[src/rtl/uart_frame_pkg.sv]
// Shared types and constants for the framed-packet receiver.
package uart_frame_pkg;

  // Receiver states; IDLE is encoding 0 so a reset design reads back as 0.
  typedef enum logic [2:0] {
    IDLE    = 3'd0,
    LEN     = 3'd1,
    PAYLOAD = 3'd2,
    CHK     = 3'd3,
    DRAIN   = 3'd4
  } state_e;

  // Abort causes reported on err_code.
  typedef enum logic [1:0] {
    ERR_NONE    = 2'd0,
    ERR_LEN     = 2'd1,
    ERR_CHK     = 2'd2,
    ERR_TIMEOUT = 2'd3
  } err_code_e;

  localparam logic [7:0] SOF_DEFAULT = 8'hA5;

  // States in which an input byte may be taken.
  function automatic logic state_takes_input(input state_e s);
    return (s == IDLE) || (s == LEN) || (s == PAYLOAD) || (s == CHK);
  endfunction

endpackage

[src/rtl/uart_frame_rx_buf.sv]
// Payload store: MAX_LEN x 8 registers, synchronous write, asynchronous read.
module uart_frame_buf #(
  parameter int MAX_LEN = 16,
  parameter int IW      = (MAX_LEN > 1) ? $clog2(MAX_LEN) : 1
) (
  input  logic          clk,
  input  logic          we,
  input  logic [IW-1:0] waddr,
  input  logic [7:0]    wdata,
  input  logic [IW-1:0] raddr,
  output logic [7:0]    rdata
);

  logic [7:0] mem_q [MAX_LEN];

  // Storage has no reset; contents only matter after being written by a frame.
  always_ff @(posedge clk) begin
    if (we) mem_q[waddr] <= wdata;
  end

  assign rdata = mem_q[raddr];

endmodule

[src/rtl/uart_frame_rx.sv]
// Framed-packet receiver: SOF / LEN / payload / XOR checksum, store-and-forward
// replay of the payload only when the checksum matches.
//
// Handshakes: a byte moves on in_data when in_valid & in_ready at a rising clk
// edge; a byte moves on out_data when out_valid & out_ready & ena at a rising
// edge. A presented out_data stays stable until it moves. in_ready never looks
// at in_valid.
module uart_frame_rx
  import uart_frame_pkg::*;
#(
  parameter int          MAX_LEN        = 16,
  parameter logic [7:0]  SOF_BYTE       = SOF_DEFAULT,
  parameter int          TIMEOUT_CYCLES = 50_000
) (
  input  logic       clk,
  input  logic       rst_n,
  input  logic       ena,
  input  logic [7:0] in_data,
  input  logic       in_valid,
  output logic       in_ready,
  output logic [7:0] out_data,
  output logic       out_valid,
  input  logic       out_ready,
  output logic       frame_ok,
  output logic       frame_err,
  output logic [1:0] err_code,
  output logic       busy,
  output logic [2:0] dbg_state
);

  localparam int AW = $clog2(MAX_LEN + 1);
  localparam int IW = (MAX_LEN > 1) ? $clog2(MAX_LEN) : 1;
  localparam int TW = $clog2(TIMEOUT_CYCLES + 1);
  localparam logic [TW-1:0] TMO_LAST  = TW'(TIMEOUT_CYCLES - 1);
  localparam logic [7:0]    MAX_LEN_B = 8'(MAX_LEN);

  state_e          state_q;
  err_code_e       err_code_q;
  logic [AW-1:0]   len_q;
  logic [AW-1:0]   wr_idx_q;
  logic [AW-1:0]   rd_idx_q;
  logic [7:0]      chk_q;
  logic [TW-1:0]   tmo_q;
  logic [7:0]      out_data_q;
  logic            out_valid_q;
  logic            frame_ok_q;
  logic            frame_err_q;

  logic            accept;
  logic            xfer;
  logic            buf_we;
  logic [IW-1:0]   buf_waddr;
  logic [IW-1:0]   buf_raddr;
  logic [7:0]      buf_rdata;

  // rst_n gating keeps in_ready low for the whole reset, even with ena high.
  assign in_ready = rst_n & ena & state_takes_input(state_q);
  assign accept   = in_valid & in_ready;
  assign xfer     = out_valid_q & out_ready & ena;

  // Read address looks one byte ahead in DRAIN so out_data can be registered;
  // outside DRAIN it points at byte 0, ready for the checksum-accept edge.
  assign buf_we    = accept && (state_q == PAYLOAD);
  assign buf_waddr = IW'(wr_idx_q);
  assign buf_raddr = (state_q == DRAIN) ? IW'(rd_idx_q + 1'b1) : '0;

  uart_frame_buf #(
    .MAX_LEN (MAX_LEN),
    .IW      (IW)
  ) u_buf (
    .clk   (clk),
    .we    (buf_we),
    .waddr (buf_waddr),
    .wdata (in_data),
    .raddr (buf_raddr),
    .rdata (buf_rdata)
  );

  // Frame FSM with its counters and registered outputs; pulses self-clear.
  always_ff @(posedge clk or negedge rst_n) begin
    if (!rst_n) begin
      state_q     <= IDLE;
      err_code_q  <= ERR_NONE;
      len_q       <= '0;
      wr_idx_q    <= '0;
      rd_idx_q    <= '0;
      chk_q       <= '0;
      tmo_q       <= '0;
      out_data_q  <= '0;
      out_valid_q <= 1'b0;
      frame_ok_q  <= 1'b0;
      frame_err_q <= 1'b0;
    end else begin
      frame_ok_q  <= 1'b0;
      frame_err_q <= 1'b0;
      if (ena) begin
        unique case (state_q)
          IDLE: begin
            if (accept && (in_data == SOF_BYTE)) begin
              state_q <= LEN;
              tmo_q   <= '0;
            end
          end
          LEN, PAYLOAD, CHK: begin
            if (accept) begin
              tmo_q <= '0;
              if (state_q == LEN) begin
                if ((in_data == 8'd0) || (in_data > MAX_LEN_B)) begin
                  state_q     <= IDLE;
                  frame_err_q <= 1'b1;
                  err_code_q  <= ERR_LEN;
                end else begin
                  len_q    <= AW'(in_data);
                  chk_q    <= in_data;
                  wr_idx_q <= '0;
                  state_q  <= PAYLOAD;
                end
              end else if (state_q == PAYLOAD) begin
                chk_q    <= chk_q ^ in_data;
                wr_idx_q <= wr_idx_q + 1'b1;
                if (wr_idx_q == len_q - 1'b1) state_q <= CHK;
              end else begin
                if (in_data == chk_q) begin
                  state_q     <= DRAIN;
                  frame_ok_q  <= 1'b1;
                  rd_idx_q    <= '0;
                  out_valid_q <= 1'b1;
                  out_data_q  <= buf_rdata;
                end else begin
                  state_q     <= IDLE;
                  frame_err_q <= 1'b1;
                  err_code_q  <= ERR_CHK;
                end
              end
            end else if (tmo_q >= TMO_LAST) begin
              // This idle cycle is the TIMEOUT_CYCLES-th one in a row.
              state_q     <= IDLE;
              tmo_q       <= '0;
              frame_err_q <= 1'b1;
              err_code_q  <= ERR_TIMEOUT;
            end else begin
              tmo_q <= tmo_q + 1'b1;
            end
          end
          DRAIN: begin
            if (xfer) begin
              if (rd_idx_q == len_q - 1'b1) begin
                state_q     <= IDLE;
                out_valid_q <= 1'b0;
              end else begin
                rd_idx_q   <= rd_idx_q + 1'b1;
                out_data_q <= buf_rdata;
              end
            end
          end
          default: state_q <= IDLE;
        endcase
      end
    end
  end

  assign out_data  = out_data_q;
  assign out_valid = out_valid_q;
  assign frame_ok  = frame_ok_q;
  assign frame_err = frame_err_q;
  assign err_code  = err_code_q;
  assign busy      = (state_q != IDLE);
  assign dbg_state = state_q;

endmodule

[config.mk]
export PLATFORM = sky130hd
export DESIGN_NAME = uart_frame_rx
export DESIGN_NICKNAME = d
export VERILOG_FILES = /design/src/rtl/uart_frame_pkg.sv /design/src/rtl/uart_frame_rx_buf.sv /design/src/rtl/uart_frame_rx.sv
export SDC_FILE = /design/constraint.sdc
export NUM_CORES = 1
export LEC_CHECK = 0
export CAP_MARGIN = 40
export CORE_ASPECT_RATIO = 0.8
export CORE_MARGIN = 4
export CORE_UTILIZATION = 58
export CTS_CLUSTER_DIAMETER = 80
export DETAILED_ROUTE_END_ITERATION = 6
export PLACE_DENSITY = 0.82
export SLEW_MARGIN = 15
export SYNTH_ARGS = -nofsm -noshare
export SYNTH_HDL_FRONTEND = slang
export SYNTH_SLANG_ARGS = --single-unit
export TNS_END_PERCENT = 30
[constraint.sdc]
create_clock -name clk -period 3.6 [get_ports clk]
set_clock_uncertainty 0.15 [all_clocks]
set_input_delay 0.54 -clock clk [delete_from_list [all_inputs] [get_ports clk]]
set_output_delay 0.54 -clock clk [all_outputs]
set_load 0.01 [all_outputs]
Yosys cells after proc, flatten, opt, wreduce, memory -nomap -nowiden --
Memories as Yosys holds them, arrays and structs flattened. Index checks and enable logic that the tools add are counted.
Cells by class: add/subtract/negate cells 4, $mul 0, div/mod/pow operators 0, $lt $le $gt $ge 2, eq/ne operators 22, shifts and indexed selects 0, mux-type cells 65, bitwise logic cells 7, reduce and logical (&&, ||, !) cells 21
Operator list (count):
- $mux 8 | 9
- $mux 16 | 3
- $mux 5 | 9
- $pmux 16 s2 | 1
- $mux 3 | 9
- $mux 1 | 22
- $add 16x1->16 const B | 1
- $ge 16x16->1 const B | 1
- $pmux 8 s2 | 1
- $reduce_and 8->1 | 2
- $mux 2 | 7
- $ne 2x2->1 const B | 7
- $reduce_and 6->1 | 2
- $add 5x1->5 const B | 2
- $eq 5x5->1 | 2
- $pmux 5 s2 | 1
- $reduce_and 5->1 | 2
- $pmux 3 s3 | 1
- $eq 8x8->1 | 1
- $eq 8x8->1 const B | 1
- $gt 8x5->1 const B | 1
- $logic_not 8->1 | 1
- $reduce_bool 2->1 | 4
- $xor 8x8->8 | 1
- other kinds (18) | 30
Storage, ports and cells: register bits 55, bits in latches 0, bits in writable memories 128, memory bits (read-only) 0, output and inout port bits 18, word-level logic and storage cells 133, memories 1
Memory list:
- u_buf.mem_q | words 16, bits a word 8, rd ports 1, clocked after memory_dff 0, write ports 1, line uart_frame_rx_buf.sv:14 | logic [7:0] mem_q [MAX_LEN];

Depth between registers and ports, before layout --
Gate-level depths: netlist of run 1.
word-level depth 9, mapped depth 9, depth with buffers taken out 8

Hierarchy --
Synthesis of run 1 repeated with hierarchy kept, for this count alone.
Second synthesis, totals: cell total of the unflattened synthesis 530, area total of the unflattened synthesis 8066.5 µm²
By module, submodules not included:
- uart_frame_buf | times used 1, cells each 221, area an instance 4987.3 µm²
- uart_frame_rx | times used 1, cells each 309, area an instance 3079.2 µm²

Worst setup path before layout of run 1 --
Ideal clock, no wire load.
path type input to register, start input port ena, end memory u_buf.mem_q[0][0], enable pin, library setup time 383 ps, arrival time 2403 ps, required time 3067 ps, setup slack 664 ps, stages on the path 6, buffers on the path 2, path through clkbuf_1 -> nand3_1 -> nor3_1 -> clkbuf_1 -> nand2_1 -> nor3_1
On the way: word-level cells in the longest chain between the ends 6
Ends and longest elaborated chain:
- start, declared | line uart_frame_rx.sv:17 | input logic ena,
- $and 1x1->1 (2 in series) | line uart_frame_rx.sv:57 | assign in_ready = rst_n & ena & state_takes_input(state_q);
- $and 1x1->1 | line uart_frame_rx.sv:58 | assign accept = in_valid & in_ready;
- $logic_and 1x1->1 | line uart_frame_rx.sv:63 | assign buf_we = accept && (state_q == PAYLOAD);
- $mux 1 | line uart_frame_rx_buf.sv:18 | if (we) mem_q[waddr] <= wdata;
- $mux 1 (implied by the code) | line uart_frame_rx_buf.sv:18
- end, declared | line uart_frame_rx_buf.sv:14
No other way between the ends.

Worst setup path after layout of run 1 --
start register rd_idx_q[0], end register out_data_q[7], in the netlist out_data[7]
On the way: word-level cells in the longest chain between the ends 8
Ends and longest elaborated chain:
- start, declared | line uart_frame_rx.sv:41 | logic [AW-1:0] rd_idx_q;
- start signal, assigned | line uart_frame_rx.sv:151 | rd_idx_q <= rd_idx_q + 1'b1;
- $add 5x1->5
- $mux 4 | line uart_frame_rx.sv:65 | assign buf_raddr = (state_q == DRAIN) ? IW'(rd_idx_q + 1'b1) : '0;
- $mem_v2 16x8
- $mux 8 | line uart_frame_rx.sv:123 | if (in_data == chk_q) begin
- $mux 8 | line uart_frame_rx.sv:118 | end else if (state_q == PAYLOAD) begin
- $mux 8 | line uart_frame_rx.sv:107 | if (state_q == LEN) begin
- $mux 8 | line uart_frame_rx.sv:105 | if (accept) begin
- $pmux 8 s2 | line uart_frame_rx.sv:97 | unique case (state_q)
- end signal, assigned | line uart_frame_rx.sv:128 | out_data_q <= buf_rdata;
- end signal, assigned | line uart_frame_rx.sv:152 | out_data_q <= buf_rdata;
- end, declared | line uart_frame_rx.sv:44 | logic [7:0] out_data_q;
Parallel ways exist; a longest one is shown, timed or not. The select of a mux whose other input is x is not followed. A chain may end at the register's enable or synchronous reset.

==> results of run 1 <==
routing by layer:
metal	vias up	wire length [um]
li1	2624	-
met2	399	10400
met4	0	294
met3	38	2260
met5	-	0
met1	3063	8370
registers in the layout, indices dropped and copies added (netlist names), 3 cells and up:
name and cells:
len_q 5, rd_idx_q 5, tmo_q 16, u_buf.mem_q 128
out_data 8, chk_q 8, dbg_state 3, wr_idx_q 5
cell families after synthesis:
| logic type | share of synthesized area (%) |
|---|---|
| flip-flops | 63.2 |
| buffers and inverters | 2.70 |
| adder cells (fa/ha/maj) | 1.06 |
| multiplexers | 3.86 |
| AND/OR/NAND/NOR | 13.5 |
| AO/OA/AOI/OAI | 11.7 |
| XOR/XNOR | 3.98 |
cell type report:
cell class                 count  area (um^2)  share of cell area [%]
inverter                      11         41.3                   0.431
multi-input combinational    433         2820                    29.4
tap                          180          225                    2.35
clock buffer                  18          429                    4.47
timing repair buffer          75          648                    6.76
sequential                   183         5220                    54.4
clock inverter                14          204                    2.13
power breakdown:
part | internal [W] | total, W | switching (W)
registers | 0.00232 | 0.00243 | 0.000107
logic | 0.000204 | 0.000492 | 0.000288
clock network | 0.00123 | 0.00201 | 0.000784
worst max-delay path: cells and delay by family (launching register included):
kind / cells / cell delay [ps]
AND/OR/NAND/NOR: 3 / 1240
flip-flops: 1 / 520
buffers and inverters: 1 / 410
adder cells (fa/ha/maj): 1 / 380
multiplexers: 1 / 270
AO/OA/AOI/OAI: 1 / 50
synth_stat cells (3+ instances only):
cell | count | share of area, %
a2111oi_0 | 4 | 0.42
o2111ai_1 | 3 | 0.32
a311oi_1 | 7 | 0.74
nand4_1 | 9 | 0.68
nand3_1 | 20 | 1.2
nor4_1 | 6 | 0.45
o21ai_1 | 9 | 0.55
mux2_2 | 3 | 0.41
nor2b_1 | 5 | 0.38
nand2_1 | 78 | 3.5
ha_1 | 7 | 1.1
xnor2_1 | 23 | 2.4
o221ai_1 | 13 | 1.4
a31oi_1 | 6 | 0.45
clkbuf_1 | 32 | 1.5
o211a_1 | 4 | 0.48
a21oi_1 | 13 | 0.79
o31ai_1 | 7 | 0.64
nor2_1 | 46 | 2.1
o21ai_0 | 20 | 1.2
a211oi_1 | 15 | 1.4
inv_1 | 11 | 0.50
and3_1 | 9 | 0.68
dfrtp_1 | 55 | 17
o21bai_1 | 4 | 0.36
buf_1 | 4 | 0.18
edfxtp_1 | 128 | 47
xor2_1 | 12 | 1.3
mux2i_1 | 24 | 2.9
nand2b_1 | 10 | 0.76
buf_2 | 7 | 0.42
nor3_1 | 21 | 1.3
o211ai_1 | 4 | 0.36
o22ai_1 | 12 | 0.91
metrics by stage:
step                      total power [W]  setup WS, ps  instance area [um^2]
final                             0.00493           459                  9590
after CTS                         0.00492           521                  9590
after global placement            0.00292           381                  8950
after detailed placement          0.00295           361                  8950
after global routing              0.00507           347                  9590
after floorplan                   0.00274           664                  8260
worst max path at each step:
stage                                        endpoint  slack [ps]  cells after the start
after floorplan           u_buf.mem_q[0][0]$_DFFE_PP_         660                      6
after global placement          tmo_q[12]$_DFFE_PN0P_         380                      6
after detailed placement        tmo_q[12]$_DFFE_PN0P_         360                      6
after CTS                                    in_ready         520                      6
after global routing          out_data[7]$_DFFE_PN0P_         350                      7
final                         out_data[7]$_DFFE_PN0P_         460                      7
repair_timing:
action | in CTS | in global routing
hold buffers | 1 | 0
hold endpoints to repair | 22 | 0
endpoints found under the setup margin | 0 | 0
resized for setup | 0 | 0
==> run metrics, run 1 <==
outcome=complete, no violations; Crit-path slowest cell=nand4bb_1; H-Tree Depth=4; setup TNS=0 ps; CTS clk-pin slew, worst paths=60 ps; slew at the pin with the worst max-slew slack=768 ps; ys flop type=edfxtp_1; TritonCTS clock tree=built; Rows=38; HPWL after DPL=13.9 mm; setup bufs post-CTS=0; post-route core utilization=around 70%; Fin. Hold Viols=0; final worst-path cycle share=87.2%; busiest grt layer=met2; Unique masters post-synth=64; clock buffer depth=2; crit-path cells=ha_1 > nand4bb_1 > buf_4 > nor2_1 > and3_1 > a211oi_1 > mux2_2; Area growth, synth to finish=16.1%; R2R Path End=out_data[7]$_DFFE_PN0P_; Hold Path End=out_data[4]$_DFFE_PN0P_; Post-synth EDFFs=128; reg2reg path depth=7; Min-Delay Path Class=reg2reg; PD cells=514 nW/um^2; Inst Count DP=881; fmax=318 MHz; Synth Net Count=691; Routed WL=21.3 mm; area of the mapped netlist=8260 um^2; DR vias=6124; First-pass DRT Iterations=5; n_diodes=0; Starting Density=60.1%; Clock Sinks=183; vias per inst=6.70; CP Capture Type=register; met1 Usage GRT=38.3%; Initial DRC Count=808; worst hold path depth=2; met2 Usage GRT=between 40% and 50%; Seq/Total Area, Yosys=63.2%; number of global-route vias before repair=6056; worst hold slack=around 340 ps; core footprint=13700 um^2; die area=approximately 16000 um^2; commonest non-fill, non-tap cells in the layout=128 x edfxtp_1, 78 x nand2_1, 55 x dfrtp_1, 46 x nor2_1, 43 x buf_4; Leak=3.55 nW; crit path launch type=register; total CTS buffers=17; CP Data Arrival Time=3310 ps; Non-Filler Instances=914; crit path launch=rd_idx_q[0]$_DFFE_PN0P_; Rel. slew slack=48.8%; reg2reg setup slack=460 ps; Worst EP required=between 3000 and 4000 ps; Synth Warn #=0; crit path max fanout=15; final setup vio count=0; RSZ-0062 raised after global routing=false; first-pass GRT wire length=33.5 mm; MaxCap Viol Count=0; Synth async-reset ratio=30.1%; RePlAce Congestion=0.935; clock latency on the worst-skew pair=440 ps; layout cell share with drive strength beyond 1=11.9%; antenna violations before repair=0; Clock Root Buffer=clkbuf_16; final critical path time including I/O delays and setup=3140 ps; IO buf count=30; kind of critical path=reg2reg; # IOs=31; most common cell after layout, fill and taps aside=edfxtp_1; Die Y=115 um; remaining antenna violation count=0; Die W=between 100 and 150 um; GR Util met3=6.15%; HP Start=out_data[4]$_DFFE_PN0P_; Final Max Tran Viols=0; Avg Cell Area, Syn=12.3 um^2; largest stage delay on the critical path=600 ps; Filler cells=889; reg2reg start=rd_idx_q[0]$_DFFE_PN0P_; GRT Overall Usage=27.2%; DRC errors left=0; cells after synthesis=671; VDD IR max=about 460 uV; largest net degree at the start of global routing=43; routed len/inst=approximately 23 um; grt total ovfl=0; nets@finish=741; #FFs+latches synth=about 180
Power figures use the tool's default switching activity.
==> run 2: changes to the inputs <==
--- a/config.mk
+++ b/config.mk
@@ -11,7 +11,7 @@
 export CORE_UTILIZATION = 58
 export CTS_CLUSTER_DIAMETER = 80
 export DETAILED_ROUTE_END_ITERATION = 6
-export PLACE_DENSITY = 0.82
+export PLACE_DENSITY = 0.76
 export SLEW_MARGIN = 15
 export SYNTH_ARGS = -nofsm -noshare
 export SYNTH_HDL_FRONTEND = slang
==> run metrics, run 2 (synthesis gave the netlist of run 1 again) <==
layout cell share with drive strength beyond 1=12.3% (was 11.9%); fmax=328 MHz (was 318 MHz); Starting Density=60.1% (unchanged); first-pass GRT wire length=32.7 mm (was 33.5 mm); Filler cells=927 (was 889); CTS clk-pin slew, worst paths=70 ps (was 60 ps); Rows=38 (unchanged); Resized Gates After CTS=0 (unchanged); commonest non-fill, non-tap cells in the layout=128 x edfxtp_1, 78 x nand2_1, 55 x dfrtp_1, 46 x nor2_1, 45 x buf_4 (was 128 x edfxtp_1, 78 x nand2_1, 55 x dfrtp_1, 46 x nor2_1, 43 x buf_4); CP Capture Type=register (unchanged); Initial DRC Count=799 (was 808); DRC errors left=0 (unchanged); Area growth, synth to finish=16.1% (about the same); RSZ-0062 raised after global routing=false (unchanged); R2R Path End=out_data[0]$_DFFE_PN0P_ (was out_data[7]$_DFFE_PN0P_); TritonCTS clock tree=built (unchanged); Die Y=115 um (unchanged); largest stage delay on the critical path=710 ps (was 600 ps); final critical path time including I/O delays and setup=3050 ps (was 3140 ps); Min-Delay Path Class=in2async (was reg2reg); setup bufs post-CTS=0 (unchanged); Final Max Tran Viols=0 (unchanged); antenna violations before repair=0 (unchanged); Worst EP required=3800 ps (was 3770 ps); Fin. Hold Viols=0 (unchanged); final setup vio count=0 (unchanged); max reg flops=128 (unchanged); die area=16200 um^2 (unchanged); vias per inst=6.58 (was 6.70); Largest regs=u_buf.mem_q: 128 flops, tmo_q: 16 flops (unchanged); reg2reg path depth=9 (was 7); Most flops, register=u_buf.mem_q (unchanged); CP most frequent cell=buf_4; crit-path cells=buf_4 > ha_1 > xor2_1 > buf_4 > and2_1 > and3_1 > a2111oi_0 > a211oi_1 > o21ai_1 (was ha_1 > nand4bb_1 > buf_4 > nor2_1 > and3_1 > a211oi_1 > mux2_2); # IOs=31 (unchanged); crit path max fanout=15 (unchanged); outcome=complete, no violations (unchanged); number of global-route vias before repair=5794 (was 6056); crit path launch type=register (unchanged); First-pass DRT Iterations=6 (was 5); largest net degree at the start of global routing=32 (was 43); setup TNS=0 ps (unchanged); Rel. slew slack=41.5% (was 48.8%); RePlAce Congestion=0.849 (was 0.935); Leak=3.54 nW (was 3.55 nW); reg2reg setup slack=550 ps (was 460 ps); nets@finish=741 (unchanged); final worst-path cycle share=84.8% (was 87.2%); Clock Root Buffer=clkbuf_16 (unchanged); slew at the pin with the worst max-slew slack=878 ps (was 768 ps); grt total ovfl=0 (unchanged); most common cell after layout, fill and taps aside=edfxtp_1 (unchanged); n_diodes=0 (unchanged); worst hold slack=27.2 ps (was 337 ps); routed len/inst=23.4 um (was 23.3 um); remaining antenna violation count=0 (unchanged); Crit-path slowest cell=a2111oi_0 (was nand4bb_1); GRT Overall Usage=27.0% (was 27.2%); CP Data Arrival Time=3250 ps (was 3310 ps); PD cells=517 nW/um^2 (was 514 nW/um^2); H-Tree Depth=4 (unchanged); IO buf count=30 (unchanged); total CTS buffers=17 (unchanged); MaxCap Viol Count=0 (unchanged); DR vias=6011 (was 6124); Die W=141 um (unchanged); VDD IR max=532 uV (was 460 uV); core footprint=13700 um^2 (unchanged); clock buffer depth=2 (unchanged); HPWL after DPL=13.9 mm (about the same); reg2reg start=rd_idx_q[0]$_DFFE_PN0P_ (unchanged); crit path launch=rd_idx_q[0]$_DFFE_PN0P_ (unchanged); kind of critical path=reg2reg (unchanged); CTS Hold Bufs=0 (was 1); clock latency on the worst-skew pair=430 ps (was 440 ps); Routed WL=21.4 mm (was 21.3 mm); Clock Sinks=183 (unchanged)
==> run 2: power breakdown <==
part           leakage [nW]  switching [W]  internal, W  total [W]
Combinational          1.36       0.000281     0.000200   0.000481
Clock                 0.309       0.000816      0.00124    0.00205
Sequential             1.87       0.000105      0.00232    0.00243
==> run 2: through the flow <==
step                      area (um^2)  power [W]  std cells  utilization, %  worst slack, ps
after global routing             9590    0.00511        914            69.8              407
after floorplan                  8260    0.00274        671               -              664
after global placement           8940    0.00291        882            65.1              668
after detailed placement         8940    0.00294        882            65.1              612
final                            9590    0.00496        914            69.8              549
after CTS                        9590    0.00496        914            69.8              614
==> run 2: layout make-up <==
class | count | area [um^2] | share of cell area, %
well taps | 180 | 225 | 2.35
flip-flops and latches | 183 | 5220 | 54.4
clock inverters | 15 | 225 | 2.35
clock buffers | 17 | 425 | 4.43
repair buffers | 75 | 633 | 6.60
multi-input cells | 433 | 2820 | 29.4
inverters | 11 | 41.3 | 0.430
==> run 2: worst max path at each step <==
stage	endpoint	slack, ps	cells past startpoint
3_5_place_dp	tmo_q[12]$_DFFE_PN0P_	610	6
3_3_place_gp	rd_idx_q[4]$_DFFE_PN0P_	670	7
6_report	out_data[0]$_DFFE_PN0P_	550	9
2_1_floorplan	u_buf.mem_q[0][0]$_DFFE_PP_	660	6
5_1_grt	out_data[0]$_DFFE_PN0P_	410	9
4_1_cts	out_data[0]$_DFFE_PN0P_	610	9
==> run 2: metal layers <==
metal	vias to the layer above	track usage, %	part of all wire [%]
met1	3022	40.3	43
met2	330	40.4	45
met4	0	8.50	1.9
met3	34	5.95	10
met5	-	0	0
li1	2625	-	-
==> run 2: critical path: cells and delay by family (launching register included) <==
| kind | cells | cell delay (ps) |
|---|---|---|
| buffers and inverters | 2 | 380 |
| AND/OR/NAND/NOR | 2 | 660 |
| adder cells (fa/ha/maj) | 1 | 240 |
| flip-flops | 1 | 360 |
| AO/OA/AOI/OAI | 3 | 1040 |
| XOR/XNOR | 1 | 150 |
==> run 3: changes to the inputs <==
--- a/config.mk
+++ b/config.mk
@@ -8,7 +8,7 @@
 export CAP_MARGIN = 40
 export CORE_ASPECT_RATIO = 0.8
 export CORE_MARGIN = 4
-export CORE_UTILIZATION = 58
+export CORE_UTILIZATION = 55
 export CTS_CLUSTER_DIAMETER = 80
 export DETAILED_ROUTE_END_ITERATION = 6
 export PLACE_DENSITY = 0.76
==> constraint.sdc (replaced) <==
create_clock -name clk -period 2.7 [get_ports clk]
set_clock_uncertainty 0.15 [all_clocks]
set_input_delay 0.405 -clock clk [delete_from_list [all_inputs] [get_ports clk]]
set_output_delay 0.405 -clock clk [all_outputs]
set_load 0.01 [all_outputs]
==> run metrics, run 3 (synthesis gave the netlist of run 1 again) <==
die area=17100 um^2 (was 16200 um^2); largest stage delay on the critical path=490 ps (was 710 ps); remaining antenna violation count=0 (unchanged); reg2reg start=len_q[0]$_DFFE_PN0P_ (was rd_idx_q[0]$_DFFE_PN0P_); Clock Sinks=183 (unchanged); most common cell after layout, fill and taps aside=edfxtp_1 (unchanged); RePlAce Congestion=0.903 (was 0.849); Die Y=118 um (was 115 um); sw power=0.00157 W (was 0.00120 W); RSZ-0062 raised after global routing=false (unchanged); Gate power share=10.9% (was 9.7%); critical path's top delay family=simple AND/OR/NAND/NOR gates (was compound AO/OA/AOI/OAI gates); CP Data Arrival Time=2780 ps (was 3250 ps); clock buffer depth=2 (unchanged); PD cells=660 nW/um^2 (was 517 nW/um^2); final setup vio count=0 (unchanged); kind of critical path=reg2reg (unchanged); internal power=0.00491 W (was 0.00376 W); clock latency on the worst-skew pair=430 ps (about the same); Die W=145 um (was 141 um); reg2reg path depth=9 (unchanged); number of global-route vias before repair=5699 (was 5794); slew at the pin with the worst max-slew slack=565 ps (was 878 ps); TritonCTS clock tree=built (unchanged); register area=5220 um^2 (unchanged); nets@finish=770 (was 741); setup TNS=0 ps (unchanged); post-route core utilization=67.8% (was 69.8%); VDD IR max=514 uV (was 532 uV); # IOs=31 (unchanged); Worst EP required=2870 ps (was 3800 ps); Starting Density=57.0% (was 60.1%); largest net degree at the start of global routing=42 (was 32); Filler cells=1011 (was 927); Area growth, synth to finish=18.9% (was 16.1%); fmax=383 MHz (was 328 MHz); GRT Overall Usage=24.3% (was 27.0%); Crit-path slowest cell=nor4bb_1 (was a2111oi_0); MaxCap Viol Count=0 (unchanged); Rel. slew slack=61.3% (was 41.5%); Fin. Hold Viols=0 (unchanged); Most flops, register=u_buf.mem_q (unchanged); Min-Delay Path Class=reg2reg (was in2async); final worst-path cycle share=96.6% (was 84.8%); n_diodes=0 (unchanged); worst hold path depth=2; Clk pwr share=39.3% (was 41.4%); DRC errors left=0 (unchanged); DR vias=5911 (was 6011); grt total ovfl=0 (unchanged); crit path launch=len_q[0]$_DFFE_PN0P_ (was rd_idx_q[0]$_DFFE_PN0P_); outcome=complete, no violations (unchanged); core footprint=14500 um^2 (was 13700 um^2); total CTS buffers=17 (unchanged); First-pass DRT Iterations=5 (was 6); R2R Path End=rd_idx_q[4]$_DFFE_PN0P_ (was out_data[0]$_DFFE_PN0P_); crit path launch type=register (unchanged); HPWL after DPL=14.1 mm (was 13.9 mm); Sequential Power Share=49.8% (was 48.9%); pre-CTS WS=-124 ps (was 612 ps); commonest non-fill, non-tap cells in the layout=128 x edfxtp_1, 78 x nand2_1, 70 x buf_4, 55 x dfrtp_1, 46 x nor2_1 (was 128 x edfxtp_1, 78 x nand2_1, 55 x dfrtp_1, 46 x nor2_1, 45 x buf_4); Routed WL=20.8 mm (was 21.4 mm); Net Sw Frac=24.3% (was 24.2%); crit path max fanout=6 (was 15); first-pass GRT wire length=32.0 mm (was 32.7 mm); max reg flops=128 (unchanged); Initial DRC Count=664 (was 799); reg2reg setup slack=90 ps (was 550 ps); H-Tree Depth=4 (unchanged); layout cell share with drive strength beyond 1=15.9% (was 12.3%); multi-input logic area=2840 um^2 (was 2820 um^2); WP buf/inv=2 (unchanged); Hold Path End=out_data[0]$_DFFE_PN0P_; HP Start=out_data[0]$_DFFE_PN0P_; CTS clk-pin slew, worst paths=60 ps (was 70 ps); Largest regs=u_buf.mem_q: 128 flops, tmo_q: 16 flops (unchanged); routed len/inst=21.9 um (was 23.4 um); Clock Root Buffer=clkbuf_16 (unchanged); Final Max Tran Viols=0 (unchanged); crit-path cells=inv_1 > ha_1 > nor4bb_1 > a211oi_1 > o311ai_1 > buf_4 > and4_1 > o22ai_1 > a22o_1 (was buf_4 > ha_1 > xor2_1 > buf_4 > and2_1 > and3_1 > a2111oi_0 > a211oi_1 > o21ai_1); CP Capture Type=register (unchanged); final critical path time including I/O delays and setup=2610 ps (was 3050 ps); vias per inst=6.24 (was 6.58); antenna violations before repair=0 (unchanged); Leak=3.69 nW (was 3.54 nW); setup ws final=90.6 ps (was 549 ps); Rows=39 (was 38); IO buf count=30 (unchanged)
-- run 3: cell count changes in the layout (fill, tap and decap cells not counted), sizes merged --
cell | before | now
clkinvlp | 3 | 2
clkbuf | 17 | 20
buf | 46 | 74
dlygate4sd3 | 0 | 1
bufinv | 5 | 3
-- run 3: worst max-delay path by stage --
stage | endpoint | slack [ps] | cells after the start
final | rd_idx_q[4]$_DFFE_PN0P_ | 90 | 9
after global routing | u_buf.mem_q[3][4]$_DFFE_PP_ | 3 | 9
after CTS | tmo_q[5]$_DFFE_PN0P_ | 60 | 5
after detailed placement | tmo_q[11]$_DFFE_PN0P_ | -120 | 9
after global placement | rd_idx_q[0]$_DFFE_PN0P_ | -20 | 10
after floorplan | u_buf.mem_q[1][0]$_DFFE_PP_ | -100 | 6
-- run 3: what timing repair did --
action | 4_1_cts | 5_1_grt
hold endpoints to repair | 14 | 0
hold buffers | 1 | 0
setup buffers | 0 | 0
resized for setup | 0 | 3
endpoints found under the setup margin | 0 | 4
-- run 3: cell type report --
type | count | share of cell area, %
inverters | 11 | 0.420
clock buffers | 20 | 4.65
flip-flops and latches | 183 | 53.2
repair buffers | 104 | 8.98
multi-input cells | 433 | 28.9
well taps | 184 | 2.34
clock inverters | 12 | 1.53
-- run 3: through the flow --
| step | std cells | instance area (um^2) | hold slack (ps) | power (W) |
|---|---|---|---|---|
| 2_1_floorplan | 671 | 8260 | -40.6 | 0.00366 |
| 4_1_cts | 947 | 9810 | 351 | 0.00649 |
| 3_3_place_gp | 914 | 9190 | 266 | 0.00393 |
| 6_report | 947 | 9820 | 348 | 0.00648 |
| 3_5_place_dp | 914 | 9190 | 257 | 0.00397 |
| 5_1_grt | 947 | 9820 | 379 | 0.00670 |
-- run 3: power groups by stage --
stage                     Clock [W]  Combinational, W  Sequential (W)
after detailed placement          0          0.000688         0.00328
after global placement            0          0.000661         0.00327
after CTS                   0.00257          0.000698         0.00322
final                       0.00255          0.000708         0.00322
after global routing        0.00270          0.000767         0.00324
after floorplan                   0          0.000411         0.00325
-- run 3: worst reg2reg max path, stage by stage, from the launching register on --
cell	delay [ps]
dfrtp_1	380
inv_1	90
ha_1	300
nor4bb_1	490
a211oi_1	160
o311ai_1	190
buf_4	210
and4_1	220
o22ai_1	90
a22o_1	230
-- run 3: per-layer routing --
layer  GRT usage (%)  up-vias  part of all wire [%]
met5               0        -                     0
met4            6.77        0                   1.6
met3            7.24       27                   9.8
met2            36.6      264                    46
met1            34.7     2935                    42
li1                -     2685                     -
==> RTL change: new RTL, flow settings as in run 3 <==
Register the output `dbg_state` once more, without a reset; this adds one clock of latency there. The other outputs are not delayed to match.
--- a/src/rtl/uart_frame_rx.sv
+++ b/src/rtl/uart_frame_rx.sv
@@ -165,7 +165,9 @@
   assign frame_err = frame_err_q;
   assign err_code  = err_code_q;
   assign busy      = (state_q != IDLE);
-  assign dbg_state = state_q;
+  always_ff @(posedge clk) begin
+    dbg_state <= state_q;
+  end
 
 endmodule
 
Formal check against the unedited RTL: not equivalent (Yosys sat finds a counterexample within 4 cycles, from zero or initial values and one cycle with rst_n low).
==> RTL change against run 3 <==
  * Synthesized area grew 0.91%
  * Routed wire length shrank 1.1%
  * Critical path depth shrank 1
  * Global-route usage is essentially flat
  * Cell area grew 0.33%
  * Worst setup slack gained 0.050 ns
  * Sequential cell count grew 3
  * Core utilization is essentially flat
Power is not compared: it rests on default switching activity, and its combinational part moved more than twofold at a synthesized area within 25%.
==> RTL change: results (changes against run 3) <==
status=complete, no violations; vias per cell=6.26 (+0.36%); GPL Wtd Cong=0.936 (+3.6%); met3 global-route usage=6.51% (-0.73 points); Top delay family on crit path=compound AO/OA/AOI/OAI gates; EDFF count, synth=128 (unchanged); vias in the first global route=5,767 (+1.2%); compound-cell area share of the yosys netlist=10.9% (-0.77 points); max layer used=met4; met1 Usage GRT=33.3% (-1.4 points); Hold Slack=0.159 ns (-0.189 ns); post-synthesis mux area share=6.77% (+2.9 points); Routed wire per std cell=22.1 µm (+0.92%); synth top area cells=edfxtp_1 46%, dfrtp_1 17%, a21oi_1 2.8%, nand2_1 2.7%, xnor2_1 2.1%; M2 GR Usage=38.4% (+1.8 points); sequential area share after synthesis=63.4% (+0.15 points); sw power=3.03 mW; Netlist cell types=75 (+17%); DRT iter0 DRCs=605 (-8.9%); Post-Synth Adder-Cell Area=1.05% (-0.0096 points); ys async rst share=29.6% (-0.48 points); Arr. time, crit path=2.73 ns (-0.05 ns); first-pass GRT wire length=32,100 µm (+0.22%); CP Max Fanout=12 (+6); Slowest cell on crit path=dfrtp_1; layout cells sized above 1=18.1% (+2.3 points); layout net count=751 (-2.5%); met3 WL=1860 µm (-9.0%); crit path capture=out_data[3]$_DFFE_PN0P_; DP HPWL=14,400 µm (+2.6%); top post-synthesis cells by count=128 x edfxtp_1, 59 x nand2_1, 55 x dfrtp_1; Metal-1 WL=8520 µm (-3.4%); Post-Syn Nets=662 (-4.2%); routed length on met2=9650 µm (+0.57%); XOR/XNOR share of the synthesized area=4.07% (+0.084 points); HP Class=in -> async
-- RTL change: layout make-up --
class,instances,area (µm²)
Sequential cell,186,5280
Tap cell,184,230
Fill cell,1004,4690
Clock inverter,12,118
Multi-Input combinational cell,412,2850
Inverter,10,37.5
Clock buffer,20,457
Timing Repair Buffer,104,878
-- RTL change: metrics by stage --
stage / std cells / instance area [µm²] / setup TNS (ns) / setup WS [ns]
2_1_floorplan: 642 / 8330 / 0 / 0.00328
3_3_place_gp: 895 / 9260 / 0 / 0.0386
3_5_place_dp: 895 / 9260 / -0.232 / -0.0330
4_1_cts: 928 / 9850 / 0 / 0.118
5_1_grt: 928 / 9850 / 0 / 0.0163
6_report: 928 / 9850 / 0 / 0.140
-- RTL change: repair_timing --
| action | CTS | global route |
|---|---|---|
| gates resized for setup | 0 | 1 |
| buffers inserted | 0 | 0 |
| endpoints found under the hold margin | 53 | 0 |
| setup endpoints to repair | 0 | 1 |
| hold buffers | 1 | 0 |
